## src/rtl/int_ctrl.sv

```systemverilog
// Interrupt controller: edge-detects NUM_IRQ lines into pending, masks and prioritises them,
// and runs a REQ/SERVICE handshake with the control unit. Optional macro INTC_SYNC_EN adds 2-flop input sync.
module int_ctrl #(
  parameter int NUM_IRQ = 8,
  parameter int VEC_W   = $clog2(NUM_IRQ)
) (
  input  logic               clk,
  input  logic               rst,
  input  logic [NUM_IRQ-1:0] irq_i,
  input  logic               int_ack_i,
  input  logic               reti_i,
  output logic               int_req_o,
  output logic [VEC_W-1:0]   int_vec_o,
  output logic               in_service_o,
  input  logic               port_stb_i,
  input  logic               port_we_i,
  input  logic [1:0]         port_addr_i,
  input  logic [7:0]         port_wdata_i,
  output logic [7:0]         port_rdata_o,
  output logic               port_ack_o
);

  typedef enum logic [1:0] {IDLE, REQ, SERVICE} state_t;

  state_t             state;
  state_t             state_next;
  logic [NUM_IRQ-1:0] irq_s;
  logic [NUM_IRQ-1:0] irq_q;
  logic [NUM_IRQ-1:0] irq_edge;
  logic [NUM_IRQ-1:0] mask;
  logic [NUM_IRQ-1:0] pending;
  logic [NUM_IRQ-1:0] active;
  logic [NUM_IRQ-1:0] ack_clr;
  logic [NUM_IRQ-1:0] w1c_clr;
  logic [VEC_W-1:0]   win_idx;
  logic               any_active;
  logic               take_ack;
  logic               stb_q;
  logic               accept;
  logic               wr_en;
  logic [7:0]         rd_mux;
  logic [7:0]         status;

  // Input sampling: stage boundary between the asynchronous irq_i and the clk domain
`ifdef INTC_SYNC_EN
  logic [NUM_IRQ-1:0] irq_meta;

  always_ff @(posedge clk or negedge rst) begin
    if (!rst) begin
      irq_meta <= '0;
      irq_s    <= '0;
    end else begin
      irq_meta <= irq_i;
      irq_s    <= irq_meta;
    end
  end
`else
  always_ff @(posedge clk or negedge rst) begin
    if (!rst) begin
      irq_s <= '0;
    end else begin
      irq_s <= irq_i;
    end
  end
`endif

  assign irq_edge   = irq_s & ~irq_q;
  assign active     = pending & mask;
  assign any_active = |active;

  // Lowest index wins, so scan from the top and let lower hits overwrite
  always_comb begin
    win_idx = '0;
    for (int i = NUM_IRQ - 1; i >= 0; i--) begin
      if (active[i]) win_idx = VEC_W'(i);
    end
  end

  // A held strobe is accepted only on its first cycle
  assign accept = port_stb_i & ~stb_q;
  assign wr_en  = accept & port_we_i;

  always_comb begin
    w1c_clr = '0;
    if (wr_en && port_addr_i == 2'd1) w1c_clr = port_wdata_i[NUM_IRQ-1:0];
  end

  always_comb begin
    ack_clr = '0;
    if (take_ack) ack_clr[win_idx] = 1'b1;
  end

  always_comb begin
    state_next = state;
    take_ack   = 1'b0;
    case (state)
      IDLE: begin
        if (any_active) state_next = REQ;
      end
      REQ: begin
        if (!any_active) begin
          state_next = IDLE;
        end else if (int_ack_i) begin
          state_next = SERVICE;
          take_ack   = 1'b1;
        end
      end
      SERVICE: begin
        if (reti_i) state_next = IDLE;
      end
      default: state_next = IDLE;
    endcase
  end

  always_comb begin
    status             = '0;
    status[7]          = in_service_o;
    status[VEC_W-1:0]  = int_vec_o;
  end

  always_comb begin
    rd_mux = '0;
    case (port_addr_i)
      2'd0:    rd_mux = 8'(mask);
      2'd1:    rd_mux = 8'(pending);
      2'd2:    rd_mux = status;
      default: rd_mux = '0;
    endcase
  end

  // Register stage: edge history, pending/mask, FSM and registered outputs
  always_ff @(posedge clk or negedge rst) begin
    if (!rst) begin
      irq_q        <= '0;
      pending      <= '0;
      mask         <= '0;
      state        <= IDLE;
      int_req_o    <= 1'b0;
      int_vec_o    <= '0;
      in_service_o <= 1'b0;
      stb_q        <= 1'b0;
      port_ack_o   <= 1'b0;
      port_rdata_o <= '0;
    end else begin
      irq_q        <= irq_s;
      // A fresh edge beats any clear landing on the same bit
      pending      <= (pending & ~(ack_clr | w1c_clr)) | irq_edge;
      if (wr_en && port_addr_i == 2'd0) mask <= port_wdata_i[NUM_IRQ-1:0];
      state        <= state_next;
      int_req_o    <= (state_next == REQ);
      in_service_o <= (state_next == SERVICE);
      if (take_ack) int_vec_o <= win_idx;
      stb_q        <= port_stb_i;
      port_ack_o   <= accept;
      port_rdata_o <= accept ? rd_mux : 8'h00;
    end
  end

endmodule

```

## config.mk

```make
export PLATFORM = sky130hd
export DESIGN_NAME = int_ctrl
export DESIGN_NICKNAME = d
export VERILOG_FILES = /design/src/rtl/int_ctrl.sv
export SDC_FILE = /design/constraint.sdc
export NUM_CORES = 1
export LEC_CHECK = 0
export ABC_AREA = 1
export CAP_MARGIN = 25
export CORE_UTILIZATION = 45
export CTS_CLUSTER_SIZE = 8
export DETAILED_ROUTE_END_ITERATION = 8
export DONT_BUFFER_PORTS = 1
export GPL_TIMING_DRIVEN = 0
export PLACE_DENSITY_LB_ADDON = 0.3
export SLEW_MARGIN = 20
export SYNTH_ARGS = -nofsm -noshare
export SYNTH_HDL_FRONTEND = slang
export SYNTH_SLANG_ARGS = --single-unit
```

## constraint.sdc

```tcl
create_clock -name clk -period 2.1 [get_ports clk]
set_input_delay 0.42 -clock clk [delete_from_list [all_inputs] [get_ports clk]]
set_output_delay 0.42 -clock clk [all_outputs]
set_load 0.05 [all_outputs]
```

==> out/metrics.cfg <==
[finish]
antenna_cells=0
utilization_pct=51.2
mostFrequentLayoutCells=nand2_1, dfrtp_1, inv_1
final_common_cell=nand2_1
final_nets=237
synthToLayoutAreaGrowth_pct=9.33
layout-drive-gt1-share_pct=15.9

[sta]
finalHoldViolCount=0
drv_slew=0
finalSetupViolCount=0
skew_ns=0.0106
rsz0062_at_grt=false
setup_tns_ns=0
post-route-period-util_pct=72.0
relSlewSlack_pct=65.9
min_period_ns=1.51
worstMarginPinSlew_ns=0.511
fin_ws_ns=0.589
fmax_mhz=662

[route]
drtAntennaViolNets=0
first_pass_iters=4
wl_per_cell_microns=12.7
dr_total_vias=1305
via_per_inst=4.91
drt_iter0_drc=65
finalWirelength_microns=3380
drc=0

[worst_setup_path]
crit_fanout=10
worst_path_max_delay_cell=dfrtp_1
timing.critical_path.buf_inv=0
path_cells=nand2_1, nand2_1, nor2_2, nand2_2, nand3_4, mux2_2
cp.required_ns=2.29
slowest_delay_ns=0.42
ff2ff_setup_slack_ns=0.59
cp_top_family=simple AND/OR/NAND/NOR gates
crit_top_cell=nand2_1
cp-start-kind=flop
cp.arrival_ns=1.70
path_class=reg2reg
endpoint_kind=flop

[power_and_ir_drop]
ir_worst_vdd_v=0.000525
share_seq_of_total_power_pct=55.9
p_sw_share_pct=38.5
combPwrFrac_pct=22.4
p_total_mw=2.52
clkPwrFrac_pct=21.7
switchingPower_mw=0.970
power.internal_mw=1.55
powerDensity_nw_per_um2=1140
leakage_nw=1.12

[global_routing]
grt_max_degree=50
grt_pass1_vias=1339
grt-ovfl-total=0
grt_pass1_wl_microns=5990
grt_use_total_pct=16.2
antenna_found_initial=0

[worst_hold_path]
hold_path_class=in2reg

[place]
portBuffers=0
hpwl_microns=2510
dp_slack_ns=0.616
gp_congestion=0.803

[synth]
ys_seq_area_share_pct=60.6
synth_nets=228
yosysWarnings=0
synth_edf_count=0
synth-seq-cells=49
synth.distinct_cells=19
postSynthCellCount=204
synth.area.mux_share_pct=5.01
syn-cell-area_sq_um=2020
synth-simple-area-share_pct=22.8
synth_adder_area_share_pct=0
ys.flop_type=dfrtp_1
synth-compound-area-share_pct=6.43
synth_xor_area_share_pct=0
syn_area_per_cell_sq_um=9.92
async_reset_ff_share_pct=100
synth_top_family_by_area=simple AND/OR/NAND/NOR gates

[clock_network]
clockBufferDepth=2
cts_tree=done
htree_levels=2
root_buffer=clkbuf_8
numCtsBuffers=5
cts_sinks=49
insertion_delay_ns=0.30
path_clk_slew_ns=0.09

[floorplanning]
core_sq_um=4320
dieHeight_microns=69.1
die-width_microns=69.1
fp-row-count=24
start_util_pct=46.8
die-area_sq_um=4770
ioPinCount=38

[run_status]
status=finished clean

[run]
drv_cap=0

[layer usage]
metal	up-vias	wire length, microns	track usage [%]
met5	-	0	0
met4	0	51	8.39
met3	4	157	4.09
met2	36	1740	27.0
met1	610	1430	19.4
li1	655	-	-
[path summary, 6_finish.rpt]
check	cells after the start	endpoint	start
worst min register to register	0	irq_q[2]$_DFF_PN0_	irq_s[2]$_DFF_PN0_
min in group asynchronous	2	port_rdata_o[4]$_DFF_PN0_	rst
worst max-delay path	6	int_vec_o[1]$_DFFE_PN0P_	mask[6]$_DFFE_PN0P_
worst min-delay path	0	stb_q$_DFF_PN0_	port_stb_i
worst max register to register	6	int_vec_o[1]$_DFFE_PN0P_	mask[6]$_DFFE_PN0P_
max in group asynchronous	2	irq_q[1]$_DFF_PN0_	rst
[timing repair]
action                                  CTS  global route
buffers inserted                          0             0
gates resized for setup                   0             0
endpoints found under the setup margin    0             0
endpoints found under the hold margin    49             0
hold buffers                              2             0
[metrics by stage]
step           cell area, sq um  hold WS [ns]  std cells
2_1_floorplan              2020         0.124        204
3_3_place_gp               2090         0.126        256
3_5_place_dp               2090         0.126        256
4_1_cts                    2210         0.131        266
5_1_grt                    2210         0.117        266
6_report                   2210         0.134        266
[layout make-up]
type                       count  area, sq um
clock buffer                   6         72.6
clock inverter                 2         13.8
fill                         413         2110
inverter                      28          105
multi-input combinational    127          693
sequential                    49         1230
tap                           52         65.1
timing repair buffer           2         37.5
[sequential cells by signal, summed over array words and instances, names as in the netlist]
register / cells
mask: 8
int_req_o: 1
irq_q: 8
irq_s: 8
port_ack_o: 1
int_vec_o: 3
port_rdata_o: 8
in_service_o: 1
pending: 8
stb_q: 1
state: 2
[worst register-to-register path, cell delays in order (launching register included)]
cell,delay [ns]
dfrtp_1,0.42
nand2_1,0.09
nand2_1,0.10
nor2_2,0.21
nand2_2,0.10
nand3_4,0.13
mux2_2,0.35
[cell usage after synthesis (all sizes together) (2+ instances only)]
cell	n	area [sq um]
dfrtp	49	1230
mux2	9	101
nor2	10	77.6
o211ai	3	22.5
o31ai	2	15.0
a21boi	5	37.5
a21oi	8	40.0
nand3	8	65.1
inv	28	105
nand2	76	293
nor3	2	20.0
o21ai	3	15.0
[power by group through the flow]
stage	clock [mW]	combinational, mW	sequential [mW]
after floorplan	0	0.451	1.40
after global placement	0	0.529	1.42
after detailed placement	0	0.543	1.43
after CTS	0.558	0.576	1.41
after global routing	0.607	0.653	1.43
final	0.546	0.565	1.41
[cell families after synthesis]
family / Yosys count
compound gates: 21
buf+inv: 28
flops: 49
mux: 9
simple gates: 97
Power figures use the tool's default switching activity.
